`config.mk`:
```
export PLATFORM = sky130hd
export DESIGN_NAME = adc_j_averager
export DESIGN_NICKNAME = d
export VERILOG_FILES = /design/src/rtl/spgd_pkg.sv /design/src/rtl/adc_scale.sv /design/src/rtl/adc_j_averager.sv
export SDC_FILE = /design/constraint.sdc
export NUM_CORES = 1
export LEC_CHECK = 0
export BUFFER_PORTS_ARGS = -buffer_cell sky130_fd_sc_hd__buf_4
export CAP_MARGIN = 10
export CORE_UTILIZATION = 58
export CTS_CLUSTER_DIAMETER = 100
export CTS_CLUSTER_SIZE = 40
export DETAILED_ROUTE_END_ITERATION = 6
export HOLD_SLACK_MARGIN = 0.05
export PLACE_DENSITY_LB_ADDON = 0.05
export SYNTH_ARGS = -nofsm -noshare
export SYNTH_HDL_FRONTEND = slang
export SYNTH_HIERARCHICAL = 1
export SYNTH_SLANG_ARGS = --single-unit
export TNS_END_PERCENT = 100
```
`constraint.sdc`:
```
create_clock -name ADC_CLK -period 3.1 [get_ports ADC_CLK]
set_input_delay 0.31 -clock ADC_CLK [delete_from_list [all_inputs] [get_ports ADC_CLK]]
set_output_delay 0.31 -clock ADC_CLK [all_outputs]
set_load 0.1 [all_outputs]
```
`src/rtl/spgd_pkg.sv`:
```
// Shared definitions for the SPGD acquisition path: averager state encoding and
// the fixed-point scale shift that maps the ADC accumulator onto the core's word.
package spgd_pkg;

    typedef enum logic [1:0] {
        StIdle   = 2'd0,
        StSettle = 2'd1,
        StAccum  = 2'd2,
        StDone   = 2'd3
    } adc_state_e;

    // Left-shift amount (negative means right shift) so that ADC full scale maps to +/-1.0.
    function automatic int scale_shift(input int unsigned fp_width, input int unsigned int_width,
                                       input int unsigned adc_bits, input int unsigned log2_n);
        return (int'(fp_width) - int'(int_width)) - (int'(adc_bits) - 1) - int'(log2_n);
    endfunction

endpackage

```
`src/rtl/adc_scale.sv`:
```
// Combinational sign-extend and arithmetic shift from accumulator width to the
// fixed-point output width.
module adc_scale #(
    parameter int unsigned ACC_W    = 16,
    parameter int unsigned FP_WIDTH = 32,
    parameter int          SH       = 1
) (
    input  logic signed [ACC_W-1:0]    acc_i,
    output logic signed [FP_WIDTH-1:0] res_o
);

    logic signed [FP_WIDTH-1:0] ext;

    assign ext = FP_WIDTH'(acc_i);

    generate
        if (SH >= 0) begin : g_left
            assign res_o = ext <<< SH;
        end else begin : g_right
            // Arithmetic right shift floors toward -inf.
            assign res_o = ext >>> (-SH);
        end
    endgenerate

endmodule

```
`src/rtl/adc_j_averager.sv`:
```
// Acquisition stage for the SPGD core: settle, average 2^LOG2_N ADC samples and
// return the scaled mean over a 4-phase ADC_EN/ADC_DONE handshake.
module adc_j_averager
    import spgd_pkg::*;
#(
    parameter int unsigned ADC_BITS  = 14,
    parameter int unsigned FP_WIDTH  = 32,
    parameter int unsigned INT_WIDTH = 16,
    parameter int unsigned LOG2_N    = 2,
    parameter int unsigned CNT_WIDTH = 32
) (
    input  logic                        ADC_CLK,
    input  logic                        RST_N,
    input  logic                        CLR,
    input  logic signed [ADC_BITS-1:0]  ADC_RAW,
    input  logic        [CNT_WIDTH-1:0] SETTLE_CYC,
    input  logic                        ADC_EN,
    output logic        [FP_WIDTH-1:0]  ADC_IN,
    output logic                        ADC_DONE,
    output logic                        BUSY
);

    localparam int unsigned ACC_W = ADC_BITS + LOG2_N;
    localparam int unsigned N     = 1 << LOG2_N;
    localparam int unsigned SW    = LOG2_N + 1;
    localparam int          SH    = scale_shift(FP_WIDTH, INT_WIDTH, ADC_BITS, LOG2_N);

    adc_state_e                 state_q;
    logic [CNT_WIDTH-1:0]       settle_q;
    logic [SW-1:0]              samp_q;
    logic signed [ACC_W-1:0]    acc_q;
    logic [FP_WIDTH-1:0]        adc_in_q;
    logic                       done_q;

    logic signed [ACC_W-1:0]    raw_ext;
    logic signed [ACC_W-1:0]    acc_sum;
    logic signed [FP_WIDTH-1:0] scaled;

    assign raw_ext = ACC_W'(ADC_RAW);
    // The Nth sample is folded in combinationally so the result lands on the Nth edge.
    assign acc_sum = acc_q + raw_ext;

    adc_scale #(
        .ACC_W   (ACC_W),
        .FP_WIDTH(FP_WIDTH),
        .SH      (SH)
    ) u_scale (
        .acc_i(acc_sum),
        .res_o(scaled)
    );

    always_ff @(posedge ADC_CLK or negedge RST_N) begin
        if (!RST_N) begin
            state_q  <= StIdle;
            settle_q <= '0;
            samp_q   <= '0;
            acc_q    <= '0;
            adc_in_q <= '0;
            done_q   <= 1'b0;
        end else if (CLR) begin
            state_q  <= StIdle;
            settle_q <= '0;
            samp_q   <= '0;
            acc_q    <= '0;
            adc_in_q <= '0;
            done_q   <= 1'b0;
        end else begin
            unique case (state_q)
                StIdle: begin
                    if (ADC_EN) begin
                        settle_q <= SETTLE_CYC;
                        samp_q   <= '0;
                        acc_q    <= '0;
                        state_q  <= (SETTLE_CYC == '0) ? StAccum : StSettle;
                    end
                end
                StSettle: begin
                    if (!ADC_EN) begin
                        state_q <= StIdle;
                    end else begin
                        settle_q <= settle_q - CNT_WIDTH'(1);
                        if (settle_q == CNT_WIDTH'(1)) begin
                            state_q <= StAccum;
                        end
                    end
                end
                StAccum: begin
                    if (!ADC_EN) begin
                        state_q <= StIdle;
                    end else if (samp_q == SW'(N - 1)) begin
                        adc_in_q <= scaled;
                        done_q   <= 1'b1;
                        state_q  <= StDone;
                    end else begin
                        acc_q  <= acc_sum;
                        samp_q <= samp_q + SW'(1);
                    end
                end
                StDone: begin
                    if (!ADC_EN) begin
                        done_q  <= 1'b0;
                        state_q <= StIdle;
                    end
                end
                default: state_q <= StIdle;
            endcase
        end
    end

    assign ADC_IN   = adc_in_q;
    assign ADC_DONE = done_q;
    assign BUSY     = (state_q == StSettle) || (state_q == StAccum);

endmodule

```
## Yosys cells after proc, flatten, opt, wreduce, memory -nomap -nowiden

Cells that the tools add are included.
Widths: inputs -> output; s select.

- Bits in registers: 86
- Output and inout port bits: 34
- Logic and storage cells: 68

- $add $sub $neg: 3
- Eq/ne operators: 13
- Mux-type cells: 32
- Reduce and logical (&&, ||, !) cells: 14

Operators with widths:

| kind | number |
|---|---|
| $mux 32 | 7 |
| $mux 16 | 4 |
| $pmux 32 s2 | 1 |
| $eq 32x1->1 const B | 1 |
| $logic_not 32->1 | 1 |
| $pmux 16 s2 | 1 |
| $sub 32x1->32 const B | 1 |
| $ne 3x3->1 const B | 6 |
| $add 16x14->16 | 1 |
| $mux 2 | 8 |
| $mux 3 | 4 |
| $reduce_and 4->1 | 3 |
| $reduce_bool 3->1 | 3 |
| $ne 4x4->1 const B | 2 |
| $pmux 2 s4 | 1 |
| $pmux 3 s2 | 1 |
| $reduce_and 3->1 | 2 |
| $reduce_bool 2->1 | 3 |
| $eq 2x2->1 const B | 2 |
| $mux 1 | 4 |
| $add 3x1->3 const B | 1 |
| $eq 3x2->1 const B | 1 |
| $eq 2x1->1 const B | 1 |
| $logic_not 2->1 | 1 |
| other kinds (2) | 2 |

## Logic depth before layout (Yosys ltp)

- Depth in word-level cells: 5
- Mapped depth: 10
- Mapped depth without buffers: 9

## Modules after synthesis

The synthesis kept the hierarchy.

By module, submodules not included:

| module | times used | cells an instance | area each (um^2) | sequential area each (um^2) |
|---|---|---|---|---|
| adc_j_averager | 1 | 524 | 5,098.6 | 2,152.1 |
| adc_scale | 1 | 33 | 244.0 | 0.0 |

## Worst setup path before layout

OpenSTA, ideal clock, no wires.

- Path kind: register to register
- Start: register acc_q[2]
- End: register adc_in_q[16], in the netlist ADC_IN[16]
- Arrival: 2.683 ns
- Data required time: 3.031 ns
- Setup slack: 0.348 ns
- Cell stages (with the launch flop): 10
- Buffers on the path: 1
- Cells stage by stage: dfrtp_1 ha_1 a21oi_1 a2111o_1 a21oi_1 nor2_1 nor3b_1 xor2_1 buf_4 a22o_1

- Cells in the longest elaborated chain, start to end: 5

Ends and longest elaborated chain:

| item | line | text |
|---|---|---|
| start, declared | adc_j_averager.sv:31 | `logic signed [ACC_W-1:0] acc_q;` |
| start signal, assigned | adc_j_averager.sv:95 | `acc_q <= acc_sum;` |
| $add 16x14->16 | adc_j_averager.sv:41 | `assign acc_sum = acc_q + raw_ext;` |
| named net acc_sum[15] | adc_j_averager.sv:36 | `logic signed [ACC_W-1:0] acc_sum;` |
| $mux 32 | adc_j_averager.sv:90 | `end else if (samp_q == SW'(N - 1)) begin` |
| $mux 32 | adc_j_averager.sv:88 | `if (!ADC_EN) begin` |
| $mux 32 | adc_j_averager.sv:68 | `unique case (state_q)` |
| $mux 32 | adc_j_averager.sv:60 | `end else if (CLR) begin` |
| end signal, assigned | adc_j_averager.sv:91 | `adc_in_q <= scaled;` |
| end, declared | adc_j_averager.sv:32 | `logic [FP_WIDTH-1:0] adc_in_q;` |

The timed path passes the listed nets, and every way through them passes these cells. The select of a mux whose other input is x is not followed.
A chain may end at the register's enable or synchronous reset.

## Final worst setup path

- Start: register acc_q[6]
- End: register adc_in_q[17], in the netlist ADC_IN[17]

Same word-level chain as after synthesis.

==> flow_metrics.env <==
export IMPL_io_pins=84
export IMPL_grt_pass1_wl_um=20800
export IMPL_crit_buf_inv=1
export IMPL_pwr_density_cell_nw_per_um2=702
export IMPL_syn_inst=557
export IMPL_power_leakage_nw=2.90
export IMPL_path_clk_slew_ns=0.09
export IMPL_cts_hold_buf=0
export IMPL_postLayoutCoreUtil=0.690
export IMPL_min_period_ns=2.65
export IMPL_cts_buffers=9
export IMPL_dp_slack_ns=-0.0539
export IMPL_syn_num_nets=631
export IMPL_crit_chain="ha_1 > a21o_1 > a22oi_1 > a211oi_1 > nor2_1 > nor3b_1 > xor2_2 > buf_12 > a22o_1"
export IMPL_crit_path_top_delay_cell="a22oi_1"
export IMPL_synth_top_area_share=0.403
export IMPL_tritoncts="built"
export IMPL_drive_gt1_frac=0.209
export IMPL_crit_reg2reg_launch="acc_q[6]"
export IMPL_use_met1=0.392
export IMPL_worstSetupPathType="flip-flop to flip-flop"
export IMPL_ys_seq_area_frac=0.403
export IMPL_arrival_ns=2.89
export IMPL_clock_sinks=86
export IMPL_start_kind="flip-flop"
export IMPL_max_slew_margin_rel=0.262
export IMPL_use_met3=0.0444
export IMPL_multi_input_area_um2=2810
export IMPL_violations="DRC"
export IMPL_n_antenna_cell=0
export IMPL_ys_ff_latch=86
export IMPL_die_w_um=98.0
export IMPL_period_share=0.853
export IMPL_hold_path_class="input pin to async pin"
export IMPL_drtAntennaViolNets=0
export IMPL_max_freq_mhz=378
export IMPL_register_area_um2=2150
export IMPL_r2r_cells=9
export IMPL_dr_pass1_iters=7
export IMPL_grt_busiest_layer="met2"
export IMPL_ys_types=65
export IMPL_grt_usage=0.271
export IMPL_crit_start="acc_q[6]"
export IMPL_htreeDepth=3
export IMPL_rsz0062_at_grt="false"
export IMPL_root_buffer="clkbuf_8"
export IMPL_worstSetupPathDepth=9
export IMPL_fp_coreArea_um2=8810
export IMPL_slowest_delay_ns=0.42
export IMPL_routed_via_density=6.24
export IMPL_path_max_fanout=16
export IMPL_critPathTopFamily="compound AO/OA/AOI/OAI gates"
export IMPL_grt_overflow_total=0
export IMPL_hpwl_um=8580
export IMPL_clock_latency_ns=0.36
export IMPL_synth_edf_count=0
export IMPL_syn_area_um2=5340
export IMPL_wl_per_cell_um=17.5
export IMPL_antenna_found_initial=0
export IMPL_drv_slew=0
export IMPL_ys_async_sr_fraction=1.00
export IMPL_synth_ff_type="dfrtp_1"
export IMPL_die_h_um=98.0
export IMPL_drt_iter0_drc=248
export IMPL_status="complete, but fails checks"
export IMPL_ir_drop_uv=425
export IMPL_use_met2=0.423
export IMPL_grt_max_degree=87
export IMPL_fillers=711
export IMPL_drt_wl_total_um=12600
export IMPL_start_util=0.607
export IMPL_fin_cells=716
export IMPL_area_growth_pct=13.8
export IMPL_fin_nets=677
export IMPL_routabilityCongestion=0.919
export IMPL_worstMarginPinSlew_ns=1.11
export IMPL_worst_slack_ns=0.455
export IMPL_avgSynthCellArea_um2=9.59
export IMPL_final_setup_skew_ns=0.0138
export IMPL_synth_area_leaders="dfrtp_1 (40%), a22o_1 (9.7%), ha_1 (5.4%), buf_4 (4.5%), o21ai_0 (3.2%)"
export IMPL_dp_cells=699
export IMPL_via_count=4468
export IMPL_required_ns=3.35
export IMPL_dieArea_um2=9600
export IMPL_cap_violations=0
export IMPL_finalHoldViolCount=0
export IMPL_ys_warn_count=6
export IMPL_drc_errors=4
export IMPL_fp_row_count=34
export IMPL_cts_path_max_buffers=2
export IMPL_endpoint_kind="flip-flop"
export IMPL_portBuffers=83
export IMPL_grt_pass1_vias=4290
export IMPL_finalSetupViolations=0
export IMPL_synth_largest_area_cell="dfrtp_1"
[worst paths after layout]
check	slack [ns]	to
hold reg to reg	0.50	samp_q[2]
max in group asynchronous	2.23	ADC_IN[8]
setup / recovery	0.45	ADC_IN[17]
hold / removal	0.13	ADC_IN[14]
min in group ADC_CLK	0.21	ADC_DONE
setup reg to reg	0.45	ADC_IN[17]
[logic make-up after synthesis]
group	after synthesis	synth area share
AOI/OAI and AO/OA	173	0.236
muxes	7	0.0131
and+or+nand+nor	161	0.161
DFF	86	0.403
buffers and inverters	72	0.0749
xor gates and xnor gates	33	0.0541
other	1	0.000702
adders and majority gates	24	0.0576
[cells in the mapped netlist (all sizes together), types with 2 or more instances]
| cell | instances |
|---|---|
| nor3b | 3 |
| o31ai | 4 |
| nand4b | 3 |
| dfrtp | 86 |
| and3 | 3 |
| nor4 | 13 |
| xnor2 | 17 |
| nand4 | 8 |
| a211oi | 2 |
| nor2b | 2 |
| nand3 | 12 |
| nor3 | 12 |
| o211ai | 2 |
| a32oi | 7 |
| nand2 | 29 |
| o21a | 2 |
| a21o | 7 |
| or3 | 7 |
| and2 | 2 |
| or4 | 8 |
| a221o | 2 |
| o21ai | 35 |
| xor2 | 16 |
| mux2i | 7 |
| a22o | 59 |
| inv | 10 |
| a22oi | 3 |
| nand2b | 8 |
| o22ai | 2 |
| o2111ai | 2 |
| a31oi | 4 |
| buf | 36 |
| o41ai | 2 |
| a21oi | 28 |
| ha | 23 |
| clkbuf | 26 |
| nand3b | 2 |
| or2 | 4 |
| nor2 | 44 |
[area by class of cell]
| class | instances | area share |
|---|---|---|
| Inverter | 10 | 0.00618 |
| Clock buffer | 11 | 0.0233 |
| Clock inverter | 5 | 0.00947 |
| Tap cell | 108 | 0.0222 |
| Sequential cell | 86 | 0.354 |
| Timing Repair Buffer | 97 | 0.122 |
| Multi-Input combinational cell | 399 | 0.463 |
[state kept, by name, indices dropped and copies added (netlist names)]
name and cells:
ADC_IN 32, settle_q 32, acc_q 16, samp_q 3, state_q 2, ADC_DONE 1
[report_power, final]
| group | switching (mW) | total [mW] | leakage (nW) | internal [mW] |
|---|---|---|---|---|
| registers | 0.194 | 1.48 | 1.18 | 1.28 |
| clock network | 0.414 | 0.811 | 0.104 | 0.397 |
| logic | 1.21 | 1.98 | 1.62 | 0.774 |
[per-stage QoR]
step	hold WS [ns]	setup TNS, ns	cell area, um2	total power [mW]
finish	0.127	0	6080	4.27
detailed placement	0.487	-0.611	5850	3.42
global placement	0.463	0	5850	3.38
global route	0.216	0	6080	4.56
floorplan	0.0144	0	5340	3.09
CTS	0.188	0	6060	4.25
[placed cells by master (no fill, tap or decap), types with 3 or more instances in the layout]
cell type  synthesis  final
a32oi_1            7      7
xnor2_1           17     17
nor3_1            11     10
nor2_1            44     44
buf_4             32     96
or3_1              7      7
o31ai_1            3      3
a21o_1             7      7
or2_2              4      4
nand2b_1           8      8
nand2_1           28     28
nand3_1           12     12
inv_1             10     10
a31oi_1            4      3
nand4_1            8      8
nor4_1            11     11
o21ai_0           34     34
and3_1             3      3
dfrtp_1           86     86
or4_1              7      7
nand4b_1           3      3
mux2i_1            7      7
a22oi_1            3      3
xor2_1            16     15
clkbuf_8           0     10
ha_1              23     23
a22o_1            59     59
a21oi_1           28     28
[per-layer routing]
layer,share of wire,wire length (um)
met1,0.47,5890
met2,0.46,5750
met3,0.058,729
met4,0.015,187
met5,0,0
[what timing repair did]
action	CTS	global route
buffers inserted	0	1
gates cloned	0	0
pin swaps	0	1
endpoints found under the setup margin	1	16
resized for setup	1	0
No activity file was read; power rests on OpenSTA's default activity.
